**src/rtl/byte_striping_ctrl.sv**
```systemverilog
// rtl/byte_striping_ctrl.sv - round-robin 32-bit word striper for the PHY lane pair
//
// Purpose:
//   Takes one 32-bit word stream and drives the PHY lane pair. After start it
//   runs a link-up SYNC sequence. It then stripes words round-robin onto
//   lane 0 / lane 1, or onto lane 0 only in single-lane mode. A lone half
//   pair is padded out after an idle timeout or on stop.
//
// Optional feature:
//   LANE_SKP_EN - when defined, a skip beat (SKP_WORD on every enabled lane)
//   is inserted after every SKP_INTERVAL emissions in ACTIVE.
//
// Ports:
//   clk_f     in   1   single clock, rising edge
//   reset     in   1   synchronous, active-high
//   start     in   1   in IDLE: latch lane_cfg, enter SYNC
//   stop      in   1   in ACTIVE: flush then return to IDLE
//   lane_cfg  in   1   0 = two lanes, 1 = lane 0 only (sampled with start)
//   data_in   in   32  source word
//   valid_in  in   1   data_in valid
//   ready     out  1   word accepted when valid_in && ready
//   lane_0    out  32  lane 0 data (registered)
//   lane_1    out  32  lane 1 data (registered)
//   valid_0   out  1   lane 0 valid (registered)
//   valid_1   out  1   lane 1 valid (registered)
//   state     out  2   00 IDLE, 01 SYNC, 10 ACTIVE, 11 FLUSH

module byte_striping_ctrl #(
    parameter int unsigned SYNC_CYCLES  = 4,
    parameter logic [31:0] SYNC_WORD    = 32'hBCBCBCBC,
    parameter logic [31:0] PAD_WORD     = 32'h7C7C7C7C,
    parameter int unsigned IDLE_TIMEOUT = 3
`ifdef LANE_SKP_EN
    ,
    parameter int unsigned SKP_INTERVAL = 8,
    parameter logic [31:0] SKP_WORD     = 32'h1C1C1C1C
`endif
) (
    input  logic        clk_f,
    input  logic        reset,
    input  logic        start,
    input  logic        stop,
    input  logic        lane_cfg,
    input  logic [31:0] data_in,
    input  logic        valid_in,
    output logic        ready,
    output logic [31:0] lane_0,
    output logic [31:0] lane_1,
    output logic        valid_0,
    output logic        valid_1,
    output logic [1:0]  state
);

    typedef enum logic [1:0] {
        ST_IDLE   = 2'b00,
        ST_SYNC   = 2'b01,
        ST_ACTIVE = 2'b10,
        ST_FLUSH  = 2'b11
    } state_t;

    // Counters count 0..N-1, so $clog2(N) bits suffice (minimum 1 bit).
    localparam int SW = (SYNC_CYCLES  < 2) ? 1 : $clog2(SYNC_CYCLES);
    localparam int IW = (IDLE_TIMEOUT < 2) ? 1 : $clog2(IDLE_TIMEOUT);
    localparam logic [SW-1:0] SYNC_LAST = SW'(SYNC_CYCLES - 1);
    localparam logic [IW-1:0] IDLE_LAST = IW'(IDLE_TIMEOUT - 1);

    state_t        state_q, state_d;
    logic          mode_q, mode_d;          // 1 = single-lane
    logic [31:0]   hold_q, hold_d;
    logic          half_q, half_d;
    logic [IW-1:0] idle_q, idle_d;
    logic [SW-1:0] sync_q, sync_d;
    logic [15:0]   pair_q, pair_d;

    logic [31:0]   lane_0_d, lane_1_d;
    logic          valid_0_d, valid_1_d;
    logic          emit_data;
    logic          accept;
    logic          skip_beat;

`ifdef LANE_SKP_EN
    localparam int KW = (SKP_INTERVAL < 2) ? 1 : $clog2(SKP_INTERVAL);
    localparam logic [KW-1:0] SKP_LAST = KW'(SKP_INTERVAL - 1);
    logic          skip_pend_q, skip_pend_d;
    logic [KW-1:0] skip_cnt_q, skip_cnt_d;
    assign skip_beat = skip_pend_q;
`else
    assign skip_beat = 1'b0;
`endif

    // Registered state only, so ready never depends on valid_in.
    assign ready  = (state_q == ST_ACTIVE) && !skip_beat;
    assign accept = valid_in && ready;
    assign state  = state_q;

    always_comb begin
        state_d   = state_q;
        mode_d    = mode_q;
        hold_d    = hold_q;
        half_d    = half_q;
        idle_d    = idle_q;
        sync_d    = sync_q;
        pair_d    = pair_q;
        lane_0_d  = '0;
        lane_1_d  = '0;
        valid_0_d = 1'b0;
        valid_1_d = 1'b0;
        emit_data = 1'b0;
`ifdef LANE_SKP_EN
        skip_pend_d = skip_pend_q;
        skip_cnt_d  = skip_cnt_q;
`endif

        unique case (state_q)
            ST_IDLE: begin
                if (start) begin
                    mode_d  = lane_cfg;
                    sync_d  = '0;
                    state_d = ST_SYNC;
                end
            end

            ST_SYNC: begin
                lane_0_d  = SYNC_WORD;
                valid_0_d = 1'b1;
                if (!mode_q) begin
                    lane_1_d  = SYNC_WORD;
                    valid_1_d = 1'b1;
                end
                if (sync_q == SYNC_LAST) begin
                    sync_d  = '0;
                    state_d = ST_ACTIVE;
                end else begin
                    sync_d = sync_q + 1'b1;
                end
            end

            ST_ACTIVE: begin
                if (skip_beat) begin
                    // Half pair and idle counter are left untouched here.
`ifdef LANE_SKP_EN
                    lane_0_d  = SKP_WORD;
                    valid_0_d = 1'b1;
                    if (!mode_q) begin
                        lane_1_d  = SKP_WORD;
                        valid_1_d = 1'b1;
                    end
                    skip_pend_d = 1'b0;
`endif
                end else if (mode_q) begin
                    if (accept) begin
                        lane_0_d  = data_in;
                        valid_0_d = 1'b1;
                        emit_data = 1'b1;
                    end
                end else if (accept) begin
                    if (half_q) begin
                        lane_0_d  = hold_q;
                        lane_1_d  = data_in;
                        valid_0_d = 1'b1;
                        valid_1_d = 1'b1;
                        half_d    = 1'b0;
                        emit_data = 1'b1;
                    end else begin
                        hold_d = data_in;
                        half_d = 1'b1;
                    end
                    idle_d = '0;
                end else if (half_q) begin
                    // Timeout cycle: a word arriving now would have taken the
                    // accept branch above, so padding only happens when idle.
                    if (idle_q == IDLE_LAST) begin
                        lane_0_d  = hold_q;
                        lane_1_d  = PAD_WORD;
                        valid_0_d = 1'b1;
                        valid_1_d = 1'b1;
                        half_d    = 1'b0;
                        idle_d    = '0;
                        emit_data = 1'b1;
                    end else begin
                        idle_d = idle_q + 1'b1;
                    end
                end
                // The same-cycle word above is already processed.
                if (stop) begin
                    state_d = ST_FLUSH;
                end
            end

            ST_FLUSH: begin
                if (half_q) begin
                    lane_0_d  = hold_q;
                    lane_1_d  = PAD_WORD;
                    valid_0_d = 1'b1;
                    valid_1_d = 1'b1;
                    half_d    = 1'b0;
                    emit_data = 1'b1;
                end
                idle_d  = '0;
                state_d = ST_IDLE;
            end
        endcase

        if (emit_data) begin
            pair_d = pair_q + 16'd1;
        end

`ifdef LANE_SKP_EN
        if ((state_q == ST_ACTIVE) && emit_data) begin
            if (skip_cnt_q == SKP_LAST) begin
                skip_pend_d = 1'b1;
                skip_cnt_d  = '0;
            end else begin
                skip_cnt_d = skip_cnt_q + 1'b1;
            end
        end
        if (state_d != ST_ACTIVE) begin
            skip_pend_d = 1'b0;
            skip_cnt_d  = '0;
        end
`endif
    end

    always_ff @(posedge clk_f) begin
        if (reset) begin
            state_q <= ST_IDLE;
            mode_q  <= 1'b0;
            hold_q  <= '0;
            half_q  <= 1'b0;
            idle_q  <= '0;
            sync_q  <= '0;
            pair_q  <= '0;
            lane_0  <= '0;
            lane_1  <= '0;
            valid_0 <= 1'b0;
            valid_1 <= 1'b0;
`ifdef LANE_SKP_EN
            skip_pend_q <= 1'b0;
            skip_cnt_q  <= '0;
`endif
        end else begin
            state_q <= state_d;
            mode_q  <= mode_d;
            hold_q  <= hold_d;
            half_q  <= half_d;
            idle_q  <= idle_d;
            sync_q  <= sync_d;
            pair_q  <= pair_d;
            lane_0  <= lane_0_d;
            lane_1  <= lane_1_d;
            valid_0 <= valid_0_d;
            valid_1 <= valid_1_d;
`ifdef LANE_SKP_EN
            skip_pend_q <= skip_pend_d;
            skip_cnt_q  <= skip_cnt_d;
`endif
        end
    end

endmodule

```
**config.mk**
```make
export PLATFORM = sky130hd
export DESIGN_NAME = byte_striping_ctrl
export DESIGN_NICKNAME = d
export VERILOG_FILES = /design/src/rtl/byte_striping_ctrl.sv
export SDC_FILE = /design/constraint.sdc
export NUM_CORES = 1
export LEC_CHECK = 0
export ABC_AREA = 1
export CAP_MARGIN = 20
export CORE_UTILIZATION = 46
export CTS_BUF_LIST = sky130_fd_sc_hd__clkbuf_2 sky130_fd_sc_hd__clkbuf_4 sky130_fd_sc_hd__clkbuf_8
export CTS_CLUSTER_DIAMETER = 50
export DETAILED_ROUTE_END_ITERATION = 6
export GPL_ROUTABILITY_DRIVEN = 1
export GPL_TIMING_DRIVEN = 0
export PLACE_DENSITY = 0.79
export SETUP_SLACK_MARGIN = 0.02
export SYNTH_ARGS = -nofsm -noshare
export SYNTH_HDL_FRONTEND = slang
export SYNTH_SLANG_ARGS = --single-unit
```
**constraint.sdc**
```tcl
create_clock -name clk_f -period 1.6 [get_ports clk_f]
set_input_delay 0.24 -clock clk_f [delete_from_list [all_inputs] [get_ports clk_f]]
set_output_delay 0.24 -clock clk_f [all_outputs]
set_load 0.005 [all_outputs]
```
## After elaboration in Yosys (flattened, before gate mapping)

Cells that the tools add are included.

- Register bits after elaboration: 106
- Input bits: 38
- Output and inout port bits: 69
- Word-level logic and storage cells: 77

- $add $sub $neg: 2
- Eq/ne operators: 10
- Muxes and demuxes: 43
- Bitwise gates (word level): 2
- Reductions and logical operators: 10

Operators by type and width:

| operator | count |
|---|---|
| $mux 32 | 10 |
| $pmux 32 s3 | 2 |
| $mux 31 | 3 |
| $mux 2 | 9 |
| $mux 1 | 13 |
| $eq 2x2->1 const B | 4 |
| $ne 2x2->1 const B | 4 |
| $pmux 2 s2 | 2 |
| $pmux 2 s4 | 1 |
| $pmux 1 s3 | 2 |
| $reduce_and 2->1 | 3 |
| $reduce_and 3->1 | 2 |
| $add 2x1->2 const B | 2 |
| $reduce_and 4->1 | 1 |
| $reduce_bool 2->1 | 2 |
| $ne 3x1->1 const B | 1 |
| $eq 2x1->1 const B | 1 |
| $logic_not 2->1 | 1 |
| $not 1->1 | 2 |
| $pmux 1 s2 | 1 |
| $logic_and 1x1->1 | 1 |

## Depth between registers and ports, before layout

- Word-level depth: 6
- Mapped depth: 12
- Mapped depth without buffers: 10

## Worst setup path before layout

No wires, ideal clock.

- Path type: reg-to-reg
- Start point: reg state_q[0], in the netlist state[0]
- End point: reg lane_0[16]
- Setup time: 127 ps
- Arrival: 1517 ps
- Data required time: 1473 ps
- Slack: -45 ps
- Cell stages (with the launch flop): 13
- Buffers on the path: 2
- Period minus slack after synthesis: 1645 ps
- Cells stage by stage: dfxtp_1 > inv_1 > ha_1 > nand2_2 > buf_6 > nand2_4 > nand2_2 > nand2_4 > nand3_4 > inv_2 > buf_6 > nand2_1 > o21ai_0

- Cells in the longest elaborated chain, start to end: 5

Ends and longest elaborated chain:

| item | line | RTL |
|---|---|---|
| from (decl) | 67 | `state_t state_q, state_d;` |
| from (signal assigned) | 242 | `state_q <= state_d;` |
| $eq 2x2->1 (*) | 92 | `assign ready = (state_q == ST_ACTIVE) && !skip_beat;` |
| named net ready | 46 | `output logic ready,` |
| $logic_and 1x1->1 | 93 | `assign accept = valid_in && ready;` |
| $mux 32, on equally long branches | 156, 151 |  |
| $mux 32 | 150 | `end else if (mode_q) begin` |
| $pmux 32 s3 (*) | 114 | `unique case (state_q)` |
| to (signal assigned) | 249 | `lane_0 <= lane_0_d;` |
| to (decl) | 47 | `output logic [31:0] lane_0,` |

The timed path passes the listed nets; every way through them passes the cells marked *.
A chain may end at the register's enable or synchronous reset.

## Final worst setup path

- Start point: reg state_q[0], in the netlist state[0]
- End point: reg lane_0[14]

- Cells in the longest elaborated chain, start to end: 5

Ends and longest elaborated chain:

| item | line |
|---|---|
| $eq 2x2->1 | 92, 114 |
| $logic_and 1x1->1 | 93 |
| $mux 32, on equally long branches | 156, 151 |
| $mux 32 | 150 |
| $pmux 32 s3 (*) | 114 |

Every way passes the cells marked *; elsewhere a longest branch is shown, timed or not.

==> results by group <==
GRT
  – Total GRT Usage: 0.259
  – Initial antenna violation count: 0
  – Pin count of the biggest net entering global routing: 17
  – First-pass GRT wire length: 19.5 mm
  – Vias in the first global route: 4046
  – Gr ovfl total: 0

Routing
  – Metal3 WL: 1.21 mm
  – Residual DRC: 0
  – Vias per Instance: about 5.6
  – DRT met1 WL: around 5.0 mm
  – Wirelength, routed: 13.3 mm
  – Highest layer used for signal routing: met4
  – Antenna-violating nets left: 0
  – Via count: 4392
  – First-pass DRT Iterations: 7
  – Drt wl/cell: 16.9 µm
  – Metal2 WL: 6.57 mm
  – Iteration-0 DRC Markers: ~400

Finish
  – Layout area overhead: 46.7%
  – Antenna cell count: 0
  – Final Util: 0.699
  – NumNets Final: 717
  – Fraction of layout cells with a size suffix above 1: 0.198

Worst setup path
  – Slowest-stage cell, CP: dfxtp_4
  – Crit path arrival time: between 1.5 and 2 ns
  – Critical path's top delay family: simple AND/OR/NAND/NOR gates
  – R2R setup slack: -0.09 ns
  – Buf/Inv on CP: 4
  – Crit Path Class: flip-flop to flip-flop
  – Setup crit start kind: flip-flop
  – R2R depth: 12
  – Crit. End Element: flip-flop
  – Critical path required time: 1.89 ns
  – CP Cell Sequence: inv_4, ha_4, nand2_4, buf_12, nand2_8, nand2_4, nand2_8, nand3_4, inv_4, buf_6, nand2_2, o21ai_1
  – Worst R2R Start: state[0]$_SDFFE_PP0P_
  – CP Max Fanout: 6
  – Slowest stage delay, CP: 0.37 ns
  – FF-to-FF End: lane_0[14]$_SDFF_PP0_

Floorplan
  – Core box area: 8760 µm²
  – Die Wd: approximately 97 µm
  – I/O pins: 107
  – Rows: 34
  – Starting density of the core: 0.477
  – Die height: 97.3 µm
  – Die area: 9470 µm²

Yosys
  – Cell type with the largest total area after synthesis: dfxtp_1
  – Register area share after synthesis: 0.508
  – Ys flop type: dfxtp_1
  – Synth top area cells: dfxtp_1 51%, nand2_1 12%, o21ai_0 5.5%
  – #FFs+latches synth: 106
  – Cells after synthesis: ~530
  – Synthesized Nets: 576
  – Synth async-reset ratio: 0
  – Syn. warnings: 0
  – Mapped cell area: 4180 µm²
  – EDFF count, synth: 0
  – Synth cell types: 33
  – Area share of the largest cell type after synthesis: 0.508
  – Syn avg cell area: 7.84 µm²

Place
  – IO Port Bufs: between 100 and 150
  – Routability cong.: 0.873
  – Dpl ws: -0.486 ns
  – Hpwl dp: around 8.5 mm

Power and ir drop
  – Sequential share of power: 0.389
  – Switch share: 0.331
  – VDD IR max: 0.755 mV
  – Clock power frac: 0.249
  – Internal power: 0.00563 W
  – Combinational fraction of design power: 0.362
  – Leak pwr: 2.66 nW
  – NetSw: 0.00279 W
  – Power Density: about 1400 nW/µm²

Worst hold path
  – Worst hold path class: input port to flip-flop
  – Cells on Worst Hold Path: 2
  – HP Start: reset
  – Hold EP: lane_0[26]$_SDFF_PP0_

Timing
  – Clk_skew: 0.00880 ns
  – Max Slew Vio Count: 0
  – Final period util: 1.06
  – Slew of the pin with the lowest slew margin: approximately 0.66 ns
  – Hold Vio Cnt, Final: 0
  – RSZ-0062 raised after global routing: yes
  – Post-layout minimum cycle time: 1.69 ns
  – Fmax: 0.591 GHz
  – Final setup viols: 48
  – Max-slew headroom: 0.559
  – Setup ws final: -0.0917 ns

Outcome
  – Violated checks: negative setup slack
  – Outcome: complete, but fails checks

Clock tree
  – CTS tree: built
  – CTS Sinks: 106
  – H-tree Lvls: 3
  – Clock insertion delay at the later pin of the skew report: 0.37 ns
  – Max clock buf depth: 2
  – Number of buffers created by CTS: 9
  – Root buf cell: clkbuf_8
  – Clk slew on worst S/H paths: 0.10 ns

Flow run
  – Max_cap viols: 0
-- power groups by stage --
stage          logic (W)  clock network, W  registers, W
2_1_floorplan    0.00134                 0       0.00330
3_3_place_gp     0.00222                 0       0.00330
3_5_place_dp     0.00231                 0       0.00332
4_1_cts          0.00254           0.00208       0.00325
5_1_grt          0.00324           0.00222       0.00331
6_report         0.00305           0.00210       0.00327
-- final cells by class --
cell class                      count  area, µm²
Clock inverter                      5        128
Clock buffer                       10        131
Tap cell                          108        135
Fill cell                         657       2630
Multi-Input combinational cell    347       1910
Timing Repair Buffer              130       1280
Sequential cell                   106       2130
Buffer                             31        224
Inverter                           49        198
-- cells by family (layout without fill, tap and decap cells) --
family | Yosys count | after routing | synth area share
and+or+nand+nor | 219 | 219 | 0.228
buffers and inverters | 80 | 225 | 0.0866
DFF | 106 | 106 | 0.508
AOI/OAI and AO/OA | 123 | 123 | 0.163
adders and majority gates | 5 | 5 | 0.0150
-- Yosys cell counts, drive strengths merged (2+ instances only) --
master / instances
o21ai: 61
nor2: 52
nand2: 136
a21oi: 39
nor3: 9
ha: 5
dfxtp: 106
o211ai: 19
inv: 48
clkbuf: 11
nand3: 19
buf: 20
a31oi: 2
or2: 2
-- what timing repair did --
item | 4_1_cts | 5_1_grt
setup buffers | 9 | 12
gates resized for setup | 28 | 75
pin swaps | 6 | 18
gates cloned | 1 | 3
hold buffers | 0 | 0
endpoints found under the setup margin | 107 | 96
-- cell usage in the layout (no fill, tap or decap), types with 3 or more instances in the layout --
| cell type | Yosys | layout |
|---|---|---|
| a21oi_1 | 37 | 26 |
| bufinv_16 | 0 | 4 |
| clkdlybuf4s50_1 | 0 | 102 |
| clkbuf_2 | 0 | 3 |
| nand3_4 | 2 | 3 |
| buf_4 | 1 | 23 |
| buf_8 | 0 | 3 |
| buf_2 | 13 | 10 |
| nand2_1 | 132 | 110 |
| dfxtp_1 | 106 | 104 |
| nand2_4 | 2 | 4 |
| a21oi_2 | 2 | 13 |
| o21ai_1 | 15 | 22 |
| inv_1 | 43 | 39 |
| nor2_1 | 49 | 49 |
| o21ai_0 | 46 | 36 |
| o21ai_2 | 0 | 3 |
| inv_2 | 5 | 4 |
| o211ai_1 | 19 | 19 |
| nand2_2 | 2 | 20 |
| nor3_2 | 1 | 4 |
| nor3_1 | 8 | 4 |
| clkbuf_8 | 0 | 9 |
| nand3_1 | 16 | 15 |
| clkbuf_1 | 10 | 6 |
| inv_4 | 0 | 5 |
| buf_6 | 5 | 6 |
-- through the flow --
step / TNS (ns) / hold WS [ns] / total power, W / instance area, µm² / std cells
after floorplan: 0 / 0.346 / 0.00464 / 4180 / 533
after global placement: -23.30 / 0.439 / 0.00552 / 5370 / 746
after detailed placement: -27.37 / 0.447 / 0.00563 / 5370 / 746
after CTS: -0.0887 / 0.181 / 0.00787 / 5770 / 771
after global routing: -4.38 / 0.198 / 0.00877 / 6130 / 786
final: -1.76 / 0.190 / 0.00842 / 6130 / 786
-- sequential cells by signal, summed over array words and instances, names as in the netlist --
signal,flops
hold_q,32
sync_q,2
valid_0,1
lane_1,32
lane_0,32
mode_q,1
valid_1,1
half_q,1
idle_q,2
state,2
-- layer usage --
layer,vias to the layer above,GRT usage
met2,265,0.444
met1,2068,0.318
li1,1999,-
met4,0,0.115
met5,-,0
met3,60,0.0453
-- worst max-delay path by stage --
| stage | startpoint | to | slack (ns) | cells after the start |
|---|---|---|---|---|
| 4_1_cts | state[0]$_SDFFE_PP0P_ | lane_0[6]$_SDFF_PP0_ | -0.03 | 12 |
| 3_5_place_dp | state[1]$_SDFFE_PP0P_ | lane_1[18]$_SDFF_PP0_ | -0.49 | 6 |
| 6_report | state[0]$_SDFFE_PP0P_ | lane_0[14]$_SDFF_PP0_ | -0.09 | 12 |
| 2_1_floorplan | state[1]$_SDFFE_PP0P_ | lane_1[10]$_SDFF_PP0_ | 0.04 | 8 |
| 5_1_grt | state[0]$_SDFFE_PP0P_ | lane_1[30]$_SDFF_PP0_ | -0.12 | 10 |
| 3_3_place_gp | state[1]$_SDFFE_PP0P_ | lane_1[18]$_SDFF_PP0_ | -0.37 | 6 |
(Power assumes the default switching activity.)
